## config.mk

```make
export PLATFORM = sky130hd
export DESIGN_NAME = multi_dataflow_kernel_adapter
export DESIGN_NICKNAME = d
export VERILOG_FILES = /design/src/rtl/multi_dataflow_kernel_adapter_pkg.sv /design/src/rtl/multi_dataflow_kernel_adapter_fifo.sv /design/src/rtl/multi_dataflow_kernel_adapter.sv
export SDC_FILE = /design/constraint.sdc
export NUM_CORES = 1
export LEC_CHECK = 0
export ABC_CLOCK_PERIOD_IN_PS = 3500
export CAP_MARGIN = 20
export CELL_PAD_IN_SITES_DETAIL_PLACEMENT = 0
export CELL_PAD_IN_SITES_GLOBAL_PLACEMENT = 1
export CORE_MARGIN = 4
export CORE_UTILIZATION = 27
export DETAILED_ROUTE_END_ITERATION = 8
export PLACE_DENSITY_LB_ADDON = 0.1
export SYNTH_ARGS = -nofsm -noshare
export SYNTH_HDL_FRONTEND = slang
export SYNTH_HIERARCHICAL = 1
export SYNTH_SLANG_ARGS = --single-unit
```

## constraint.sdc

```tcl
create_clock -name clk_i -period 3.5 [get_ports clk_i]
set_input_delay 0.7 -clock clk_i [delete_from_list [all_inputs] [get_ports clk_i]]
set_output_delay 0.7 -clock clk_i [all_outputs]
set_load 0.005 [all_outputs]
```

## src/rtl/multi_dataflow_kernel_adapter_pkg.sv

```systemverilog
// Shared types for the multi_dataflow kernel adapter: engine control/flag records,
// counter width and the adapter job-sequencing states.
package multi_dataflow_kernel_adapter_pkg;

    localparam int CNT_LEN    = 1024;
    localparam int CNT_W      = $clog2(CNT_LEN) + 1;
    localparam int FIFO_DEPTH = 2;

    typedef struct packed {
        logic             clear;
        logic             enable;
        logic             start;
        logic [CNT_W-1:0] cnt_limit_chiped_text;
    } ctrl_engine_t;

    typedef struct packed {
        logic [CNT_W-1:0] cnt_chiped_text;
        logic             done;
        logic             ready;
    } flags_engine_t;

    typedef enum logic [1:0] {
        KA_IDLE,
        KA_RUN,
        KA_DRAIN,
        KA_DONE
    } kernel_adapter_state_t;

    // Beats already counted plus beats still buffered; one extra bit so a full
    // 1024-beat job never wraps.
    function automatic logic [CNT_W:0] beats_committed(
        input logic [CNT_W-1:0] counted,
        input logic [1:0]       buffered
    );
        return {1'b0, counted} + {{(CNT_W-1){1'b0}}, buffered};
    endfunction

endpackage

```

## src/rtl/multi_dataflow_kernel_adapter_fifo.sv

```systemverilog
// Two-entry register FIFO for kernel results, with a synchronous flush that
// behaves exactly like reset.
module multi_dataflow_kernel_adapter_fifo
    import multi_dataflow_kernel_adapter_pkg::*;
#(
    parameter int DATA_WIDTH = 32
) (
    input  logic                  clk_i,
    input  logic                  rst_i,
    input  logic                  clear_i,
    input  logic                  push_i,
    input  logic [DATA_WIDTH-1:0] data_i,
    input  logic                  pop_i,
    output logic [DATA_WIDTH-1:0] data_o,
    output logic                  full_o,
    output logic                  empty_o,
    output logic [1:0]            count_o
);

    logic [DATA_WIDTH-1:0] mem_q [FIFO_DEPTH];
    logic                  wr_ptr_q, wr_ptr_d;
    logic                  rd_ptr_q, rd_ptr_d;
    logic [1:0]            count_q, count_d;
    logic                  push_ok;
    logic                  pop_ok;

    assign full_o  = (count_q == 2'd2);
    assign empty_o = (count_q == 2'd0);
    assign count_o = count_q;
    assign push_ok = push_i & ~full_o;
    assign pop_ok  = pop_i & ~empty_o;

    // Head entry is held in a register, so output data is stable until popped.
    assign data_o  = mem_q[rd_ptr_q];

    always_comb begin
        wr_ptr_d = wr_ptr_q ^ push_ok;
        rd_ptr_d = rd_ptr_q ^ pop_ok;
        count_d  = count_q;
        if (push_ok && !pop_ok) begin
            count_d = count_q + 2'd1;
        end else if (pop_ok && !push_ok) begin
            count_d = count_q - 2'd1;
        end
    end

    always_ff @(posedge clk_i) begin
        if (rst_i || clear_i) begin
            wr_ptr_q <= 1'b0;
            rd_ptr_q <= 1'b0;
            count_q  <= 2'd0;
        end else begin
            wr_ptr_q <= wr_ptr_d;
            rd_ptr_q <= rd_ptr_d;
            count_q  <= count_d;
        end
    end

    // Storage carries no reset; occupancy alone decides what is valid.
    generate
        for (genvar gi = 0; gi < FIFO_DEPTH; gi++) begin : g_entry
            always_ff @(posedge clk_i) begin
                if (push_ok && (wr_ptr_q == 1'(gi))) begin
                    mem_q[gi] <= data_i;
                end
            end
        end
    endgenerate

endmodule

```

## src/rtl/multi_dataflow_kernel_adapter.sv

```systemverilog
// Joins text/key/rc into single kernel beats, buffers kernel results and forwards
// them to the sink, sequencing one job of cnt_limit_chiped_text beats at a time.
module multi_dataflow_kernel_adapter
    import multi_dataflow_kernel_adapter_pkg::*;
#(
    parameter int DATA_WIDTH = 32
) (
    input  logic                    clk_i,
    input  logic                    rst_i,
    input  ctrl_engine_t            ctrl_i,
    output flags_engine_t           flags_o,
    input  logic                    text_valid_i,
    input  logic [DATA_WIDTH-1:0]   text_data_i,
    output logic                    text_ready_o,
    input  logic                    key_valid_i,
    input  logic [DATA_WIDTH-1:0]   key_data_i,
    output logic                    key_ready_o,
    input  logic                    rc_valid_i,
    input  logic [DATA_WIDTH-1:0]   rc_data_i,
    output logic                    rc_ready_o,
    output logic                    kernel_in_valid_o,
    output logic [DATA_WIDTH-1:0]   kernel_text_o,
    output logic [DATA_WIDTH-1:0]   kernel_key_o,
    output logic [DATA_WIDTH-1:0]   kernel_rc_o,
    input  logic                    kernel_in_ready_i,
    input  logic                    kernel_out_valid_i,
    input  logic [DATA_WIDTH-1:0]   kernel_out_data_i,
    output logic                    kernel_out_ready_o,
    output logic                    chiped_text_valid_o,
    output logic [DATA_WIDTH-1:0]   chiped_text_data_o,
    output logic [DATA_WIDTH/8-1:0] chiped_text_strb_o,
    input  logic                    chiped_text_ready_i
);

    localparam int STRB_W = DATA_WIDTH / 8;

    kernel_adapter_state_t state_q, state_d;
    logic [CNT_W-1:0]      limit_q, limit_d;
    logic [CNT_W-1:0]      issued_q, issued_d;
    logic [CNT_W-1:0]      out_cnt_q, out_cnt_d;
    logic                  zero_done_q, zero_done_d;

    logic                  flush;
    logic                  in_run;
    logic                  in_busy;
    logic                  join_valid;
    logic                  join_fire;
    logic                  fifo_push;
    logic                  fifo_pop;
    logic                  fifo_full;
    logic                  fifo_empty;
    logic [1:0]            fifo_count;
    logic                  room_for_result;

    assign flush   = rst_i | ctrl_i.clear;
    assign in_run  = (state_q == KA_RUN);
    assign in_busy = (state_q == KA_RUN) || (state_q == KA_DRAIN);

    // Join: all three streams must be valid, and are consumed together.
    assign join_valid = in_run & text_valid_i & key_valid_i & rc_valid_i
                      & ctrl_i.enable & (issued_q < limit_q);
    assign join_fire  = join_valid & kernel_in_ready_i;

    assign kernel_in_valid_o = join_valid;
    assign kernel_text_o     = text_data_i;
    assign kernel_key_o      = key_data_i;
    assign kernel_rc_o       = rc_data_i;
    assign text_ready_o      = join_fire;
    assign key_ready_o       = join_fire;
    assign rc_ready_o        = join_fire;

    // Never accept a result that would push the job past its beat limit.
    assign room_for_result    = beats_committed(out_cnt_q, fifo_count) < {1'b0, limit_q};
    assign kernel_out_ready_o = in_busy & ctrl_i.enable & ~fifo_full & room_for_result;
    assign fifo_push          = kernel_out_valid_i & kernel_out_ready_o;
    assign fifo_pop           = chiped_text_valid_o & chiped_text_ready_i;

    multi_dataflow_kernel_adapter_fifo #(
        .DATA_WIDTH (DATA_WIDTH)
    ) u_fifo (
        .clk_i   (clk_i),
        .rst_i   (rst_i),
        .clear_i (ctrl_i.clear),
        .push_i  (fifo_push),
        .data_i  (kernel_out_data_i),
        .pop_i   (fifo_pop),
        .data_o  (chiped_text_data_o),
        .full_o  (fifo_full),
        .empty_o (fifo_empty),
        .count_o (fifo_count)
    );

    assign chiped_text_valid_o = ~fifo_empty;
    assign chiped_text_strb_o  = chiped_text_valid_o ? {STRB_W{1'b1}} : {STRB_W{1'b0}};

    always_comb begin
        state_d     = state_q;
        limit_d     = limit_q;
        issued_d    = issued_q + CNT_W'(join_fire);
        out_cnt_d   = out_cnt_q + CNT_W'(fifo_pop);
        zero_done_d = 1'b0;

        case (state_q)
            KA_IDLE: begin
                if (ctrl_i.start && ctrl_i.enable) begin
                    issued_d  = '0;
                    out_cnt_d = '0;
                    if (ctrl_i.cnt_limit_chiped_text == '0) begin
                        zero_done_d = 1'b1;
                    end else begin
                        limit_d = ctrl_i.cnt_limit_chiped_text;
                        state_d = KA_RUN;
                    end
                end
            end
            KA_RUN: begin
                // Finishing is decided on the next count so done follows the last beat directly.
                if (out_cnt_d == limit_q) begin
                    state_d = KA_DONE;
                end else if (issued_d == limit_q) begin
                    state_d = KA_DRAIN;
                end
            end
            KA_DRAIN: begin
                if (out_cnt_d == limit_q) begin
                    state_d = KA_DONE;
                end
            end
            KA_DONE: begin
                state_d = KA_IDLE;
            end
            default: begin
                state_d = KA_IDLE;
            end
        endcase
    end

    always_ff @(posedge clk_i) begin
        if (flush) begin
            state_q     <= KA_IDLE;
            limit_q     <= '0;
            issued_q    <= '0;
            out_cnt_q   <= '0;
            zero_done_q <= 1'b0;
        end else begin
            state_q     <= state_d;
            limit_q     <= limit_d;
            issued_q    <= issued_d;
            out_cnt_q   <= out_cnt_d;
            zero_done_q <= zero_done_d;
        end
    end

    assign flags_o.cnt_chiped_text = out_cnt_q;
    assign flags_o.done            = (state_q == KA_DONE) | zero_done_q;
    assign flags_o.ready           = (state_q == KA_IDLE);

endmodule

```

; ---- After elaboration in Yosys (flattened, before gate mapping)
; Memory sizes are Yosys's and may differ from the RTL's. A register that Yosys moved wholly into a read port is not among the register bits.
; Index checks and enable logic that the tools add are counted.
[word_totals]
register_bits = 40
mem_bits_rw = 64
output_inout_bits = 151
wordCells = 88
memories = 1
[mem_list]
columns = memory, words, width, read_ports, rd_ports_with_merged_regs, wr, line_no
row1 = u_fifo.mem_q, 2, 32, 1, 1, 1, multi_dataflow_kernel_adapter_fifo.sv:20  ; logic [DATA_WIDTH-1:0] mem_q [FIFO_DEPTH];
[classes]
n_addsub = 5
n_lt_le_gt_ge = 2
eq_ne = 10
mux = 22
n_bitwise = 23
reduce_logical = 17
[ops]
columns = operator, n
row1 = 11-bit 2-to-1 mux, 4
row2 = 32-bit 2-to-1 mux, 1
row3 = 32-bit OR reduction, 1
row4 = 11-bit by 1-bit adder with 11-bit output, 2
row5 = 11-bit equality test, 2
row6 = 2-bit 2-to-1 mux, 7
row7 = 1-bit AND, 13
row8 = 11-bit by 2-bit adder with 12-bit output, 1
row9 = 12-bit by 11-bit less-than comparator with 1-bit output, 1
row10 = 11-bit zero test, 1
row11 = 11-bit less-than comparator, 1
row12 = 1-bit 2-to-1 mux, 8
row13 = 2-bit case mux with 4 select lines, 1
row14 = 2-bit equality test (second input constant), 3
row15 = 1-bit NOT, 6
row16 = 1-bit logical AND, 5
row17 = 2-bit zero test, 2
row18 = 4-bit 2-to-1 mux, 1
row19 = 2-bit by 1-bit inequality test with 1-bit output (second input constant), 2
row20 = 4-bit AND reduction, 1
row21 = 3-bit by 1-bit inequality test with 1-bit output (second input constant), 1
row22 = 3-bit AND reduction, 1
row23 = 3-bit OR reduction, 1
row24 = 2-bit by 1-bit adder with 2-bit output (second input constant), 1
row25 = 8 further kinds, 12

; ---- Logic depth before layout (Yosys ltp)
[logic_depth]
depth_word = 12
mapped_depth = 19

; ---- Modules after synthesis
; Netlist, hierarchy kept.
[by_module_without_submodules]
columns = mod, instances, cells_per_inst, area_per_inst_um2, seq_area_each_um2
row1 = multi_dataflow_kernel_adapter, 1, 411, 3487.1, 720.7
row2 = multi_dataflow_kernel_adapter_fifo, 1, 121, 2512.4, 2001.9

; ---- Worst setup path after synthesis
; OpenSTA, ideal clock, no wires.
[synth_timing]
path_kind = flip-flop to flip-flop
from = reg limit_q[1]
to = reg state_q[0]
setup_ps = 92
t_arrival_ps = 3820
required_ps = 3408
path_slack_ps = -412
path_stages_with_launch = 19
synth_period_minus_slack_ps = 3912
path_cell_list = dfxtp_1 -> inv_1 -> ha_1 -> a21o_1 -> a21o_1 -> a21o_1 -> a21o_1 -> a21oi_1 -> o211ai_1 -> a21boi_0 -> ha_1 -> ha_1 -> nand3_1 -> nor4_1 -> xnor2_1 -> xnor2_1 -> nor4_1 -> o31ai_1 -> o32ai_1
[synth_between]
elab_chain_len = 7
elab_cells_between_ends = 11
cone_classes = add/sub (1) / order compare (1) / eq/ne (4) / mux (2) / bitwise (2) / reduce/logical (1)
[synth_rtl]
columns = element, line_no
row1 = from (decl), multi_dataflow_kernel_adapter.sv:38  ; logic [CNT_W-1:0] limit_q, limit_d;
row2 = from (signal assigned), multi_dataflow_kernel_adapter.sv:147  ; limit_q <= limit_d;
row3 = 11-bit less-than comparator, multi_dataflow_kernel_adapter.sv:61  ; & ctrl_i.enable & (issued_q < limit_q);
row4 = 1-bit AND, multi_dataflow_kernel_adapter.sv:61
row5 = 1-bit AND, multi_dataflow_kernel_adapter.sv:62  ; assign join_fire = join_valid & kernel_in_ready_i;
row6 = via key_ready_o, multi_dataflow_kernel_adapter.sv:17  ; output logic key_ready_o,
row7 = 11-bit by 1-bit adder with 11-bit output, multi_dataflow_kernel_adapter.sv:99  ; issued_d = issued_q + CNT_W'(join_fire);
row8 = 11-bit equality test, multi_dataflow_kernel_adapter.sv:120  ; end else if (issued_d == limit_q) begin
row9 = 3-bit by 1-bit inequality test with 1-bit output (no source line), --
row10 = 4-bit AND reduction (no source line), --
row11 = to (signal assigned), multi_dataflow_kernel_adapter.sv:146  ; state_q <= state_d;
row12 = to (decl), multi_dataflow_kernel_adapter.sv:37  ; kernel_adapter_state_t state_q, state_d;
; The timed path passes the listed nets, and every way through them passes these cells.
; A chain may end at the register's enable or synchronous reset.

; ---- Worst setup path in the final report
[layout_timing]
from = reg limit_q[1]
to = reg state_q[0]
[layout_between]
elab_chain_len = 7
elab_cells_between_ends = 11
cone_classes = add/sub (1) / order compare (1) / eq/ne (4) / mux (2) / bitwise (2) / reduce/logical (1)
[layout_rtl]
columns = element, line_no
row1 = 11-bit less-than comparator, multi_dataflow_kernel_adapter.sv:61
row2 = 1-bit AND, multi_dataflow_kernel_adapter.sv:61
row3 = 1-bit AND, multi_dataflow_kernel_adapter.sv:62
row4 = 11-bit by 1-bit adder with 11-bit output, multi_dataflow_kernel_adapter.sv:99
row5 = 11-bit equality test, multi_dataflow_kernel_adapter.sv:120
row6 = 3-bit by 1-bit inequality test with 1-bit output (no source line), --
row7 = 4-bit AND reduction (no source line), --
; Parallel ways exist; a longest one is shown, timed or not.

==> results.toml <==
[status]
outcome = "finished, violations left"
violations = "negative setup slack"

[synth]
synth_cell_types = 52
synth-async-reset-ratio_pct = 0
synth-seq-cells = 104
cell_accounting_for_the_most_synthesized_area = "sky130_fd_sc_hd__edfxtp_1"
dominantRegCellSynth = "sky130_fd_sc_hd__edfxtp_1"
syn_area_per_cell_um2 = 11.3
synth.net_count = 716
syn_inst = 532
post_synth_design_cell_area_um2 = 6000
synth_enable_flop_cells = 64
synth_area_leaders = "sky130_fd_sc_hd__edfxtp_1 32%, sky130_fd_sc_hd__dfxtp_1 13%, sky130_fd_sc_hd__buf_4 13%"
synth.yosys.warnings = 6
yosysTopAreaCellShare_pct = 32.0
seq_area_frac_synth_pct = 45.4

[layout]
layout.core_utilization_pct = 36.2
final_common_cell = "sky130_fd_sc_hd__clkdlybuf4s50_1"
most-common-layout-cells = "103 x sky130_fd_sc_hd__clkdlybuf4s50_1, 80 x sky130_fd_sc_hd__buf_4, 64 x sky130_fd_sc_hd__edfxtp_1, 38 x sky130_fd_sc_hd__nor2_1, 36 x sky130_fd_sc_hd__dfxtp_1"
n_antenna_cell = 0
finish.net_count = 807
nFillCells = 2174
final_layout_size_suffix_gt1_share_pct = 28.8
area_growth_from_synthesis_to_final_layout_pct = 31.5

[clock_tree]
h-tree-depth = 3
cts.clk_slew.worst_paths_ns = 0.08
cts_tree = "yes"
cts_inserted_buffers = 9
clock_tree.root_cell = "sky130_fd_sc_hd__clkbuf_16"
insertion_delay_ns = 0.35
cts_num_sinks = 104
cts_buffer_depth = 2

[timing]
timing.final.setup_violations = 56
hold_viol = 0
clock_skew_ns = 0.0106
final_min_period_over_clock_period_pct = 104
report.final.slew_viol_count = 0
timing.slew.headroom_pct = 63.7
fmaxAchievable_ghz = 0.275
grt_setup_unrepaired = "yes"
fin_ws_ns = -0.134
timing_worst_slew_pin_value_ns = 0.540
timing.final.crit_period_ns = 3.63

[die]
boundaryPins = 301
core_area_um2 = 21800
initial_core_utilization_pct = 27.5
die_x_um = 157
die_area_um2 = 24700
die-height_um = 157
row_count = 54

[hold_path]
worstHoldPathType = "flop to flop"
worst_hold_path.num_cells = 2
hold_path.startpoint = "state_q[0]"
hold_path_end = "state_q[0]"

[drt]
post_route_antenna_net_violation_count = 0
routed_wl_um = 16200
remaining_drc_errors = 0
routed_wire_length_per_instance_um = 17.9
first_iter_violations = 143
drtPass1Iterations = 4
vias = 4067
via_per_inst = 4.48

[worst_setup_path]
crit_fanout = 5
critical_path_arrival_ns = 3.89
start_kind = "flop"
rr_worst_depth = 19
setup.worst_path.end_class = "flop"
timing.rr.end = "state_q[0]"
r2r_slack_ns = -0.13
crit_required_ns = 3.76
crit_type = "flop to flop"
worstReg2RegStart = "limit_q[1]"

[grt]
global_route.overflow_total = 0
number_of_antenna_violations_at_the_first_check_in_global_routing = 0
grt_max_degree = 33
grt_first_pass_wirelength_um = 24300
grt_use_total_pct = 13.0
first_global_vias = 4247

[power_and_ir_drop]
peakVddDrop_uv = 185
power_per_cell_area_nw_per_um2 = 317
static-leakage-power_nw = 2.99

[placed_design]
place_ws_ns = -0.614
gp_congestion = 0.797
portBuffers = 108
dp.final_hpwl_um = 12300

[job]
maxCapViolCount = 0
[worst max path at each step]
stage / end / start / slack (ns)
detailed placement: state_q[1] / key_valid_i / -0.61
CTS: u_fifo/count_o[1] / u_fifo/count_o[0] / -0.20
finish: state_q[0] / limit_q[1] / -0.13
floorplan: u_fifo/mem_q[1][0] / u_fifo/count_o[0] / -0.30
global placement: state_q[0] / text_valid_i / -0.62
global route: state_q[0] / limit_q[1] / -0.35
[layer usage]
layer  wire [um]  vias up  track usage, %
li1            -     1942               -
met1        7550     1966            17.4
met4         273        0            3.36
met3         860       35            3.19
met2        7560      124            21.1
met5           0        -               0
[cell usage after synthesis, types with 7 or more instances]
| library cell | n |
|---|---|
| sky130_fd_sc_hd__nor3_1 | 10 |
| sky130_fd_sc_hd__xor2_1 | 20 |
| sky130_fd_sc_hd__xnor3_1 | 7 |
| sky130_fd_sc_hd__and3_1 | 7 |
| sky130_fd_sc_hd__mux2i_1 | 11 |
| sky130_fd_sc_hd__nor4_1 | 7 |
| sky130_fd_sc_hd__o21ai_0 | 7 |
| sky130_fd_sc_hd__ha_1 | 33 |
| sky130_fd_sc_hd__nor2_1 | 38 |
| sky130_fd_sc_hd__xnor2_1 | 25 |
| sky130_fd_sc_hd__buf_4 | 104 |
| sky130_fd_sc_hd__inv_1 | 21 |
| sky130_fd_sc_hd__a21o_1 | 10 |
| sky130_fd_sc_hd__edfxtp_1 | 64 |
| sky130_fd_sc_hd__nand2_1 | 17 |
| sky130_fd_sc_hd__mux2_2 | 32 |
| sky130_fd_sc_hd__dfxtp_1 | 40 |
| sky130_fd_sc_hd__nand3_1 | 15 |
[report_power, final]
part,switching (mW),internal (mW),total (mW)
Sequential,0.00352,1.30,1.31
Combinational,0.0882,0.118,0.206
Clock,0.490,0.500,0.990
Total,0.582,1.92,2.50
[final cells by class]
type	instances	area [um2]	share of cell area, %
clock buffers	10	229	2.90
clock inverters	6	56.3	0.714
inverters	21	78.8	0.999
multi-input cells	289	2560	32.5
flip-flops and latches	104	2730	34.6
well taps	280	350	4.44
repair buffers	198	1890	23.9
[logic make-up (layout without fill, tap and decap cells)]
family / Yosys count / after routing / share of synthesized area, %
buffers and inverters: 139 / 235 / 15.6
and+or+nand+nor: 120 / 120 / 10.1
DFF: 104 / 104 / 45.4
xor gates and xnor gates: 52 / 52 / 9.20
muxes: 43 / 43 / 7.84
AOI/OAI and AO/OA: 40 / 40 / 4.75
adders and majority gates: 34 / 34 / 7.22
[state kept, by name (all words and copies together) (netlist names)]
signal,flops
zero_done_q,1
state_q,2
out_cnt_q,11
issued_q,11
u_fifo/wr_ptr_q,1
u_fifo/count_o,2
u_fifo/mem_q,64
limit_q,11
u_fifo/rd_ptr_q,1
[critical path: stages, from the launching register on]
cell	delay (ns)
sky130_fd_sc_hd__dfxtp_2	0.34
sky130_fd_sc_hd__inv_2	0.05
sky130_fd_sc_hd__ha_4	0.19
sky130_fd_sc_hd__a21o_1	0.17
sky130_fd_sc_hd__a21o_1	0.15
sky130_fd_sc_hd__a21o_1	0.15
sky130_fd_sc_hd__a21o_1	0.17
sky130_fd_sc_hd__a21oi_2	0.16
sky130_fd_sc_hd__o211ai_1	0.16
sky130_fd_sc_hd__a21boi_2	0.23
sky130_fd_sc_hd__ha_2	0.25
sky130_fd_sc_hd__ha_4	0.16
sky130_fd_sc_hd__nand3_4	0.11
sky130_fd_sc_hd__xnor2_1	0.16
sky130_fd_sc_hd__nor3_1	0.24
sky130_fd_sc_hd__o21ai_2	0.11
sky130_fd_sc_hd__nor4_2	0.29
sky130_fd_sc_hd__buf_4	0.17
sky130_fd_sc_hd__o31ai_4	0.08
sky130_fd_sc_hd__o32ai_1	0.20
[stage by stage]
step	instances	cell area [um2]	setup TNS, ns	power [mW]	hold WS, ns
after floorplan	532	6050	-19.03	1.49	0.479
final	908	7890	-1.20	2.50	0.525
after global routing	908	7890	-10.07	2.62	0.558
after CTS	901	7750	-10.35	2.56	0.524
after global placement	879	7230	-20.65	1.53	0.506
after detailed placement	879	7230	-27.94	1.53	0.514
[timing repair]
action / in CTS / in global routing
gates resized for setup: 43 / 9
setup endpoints to repair: 74 / 69
buffers inserted: 4 / 4
pin swaps: 35 / 8
hold buffers: 0 / 0
gates cloned: 2 / 3
No activity file was read; power rests on OpenSTA's default activity.
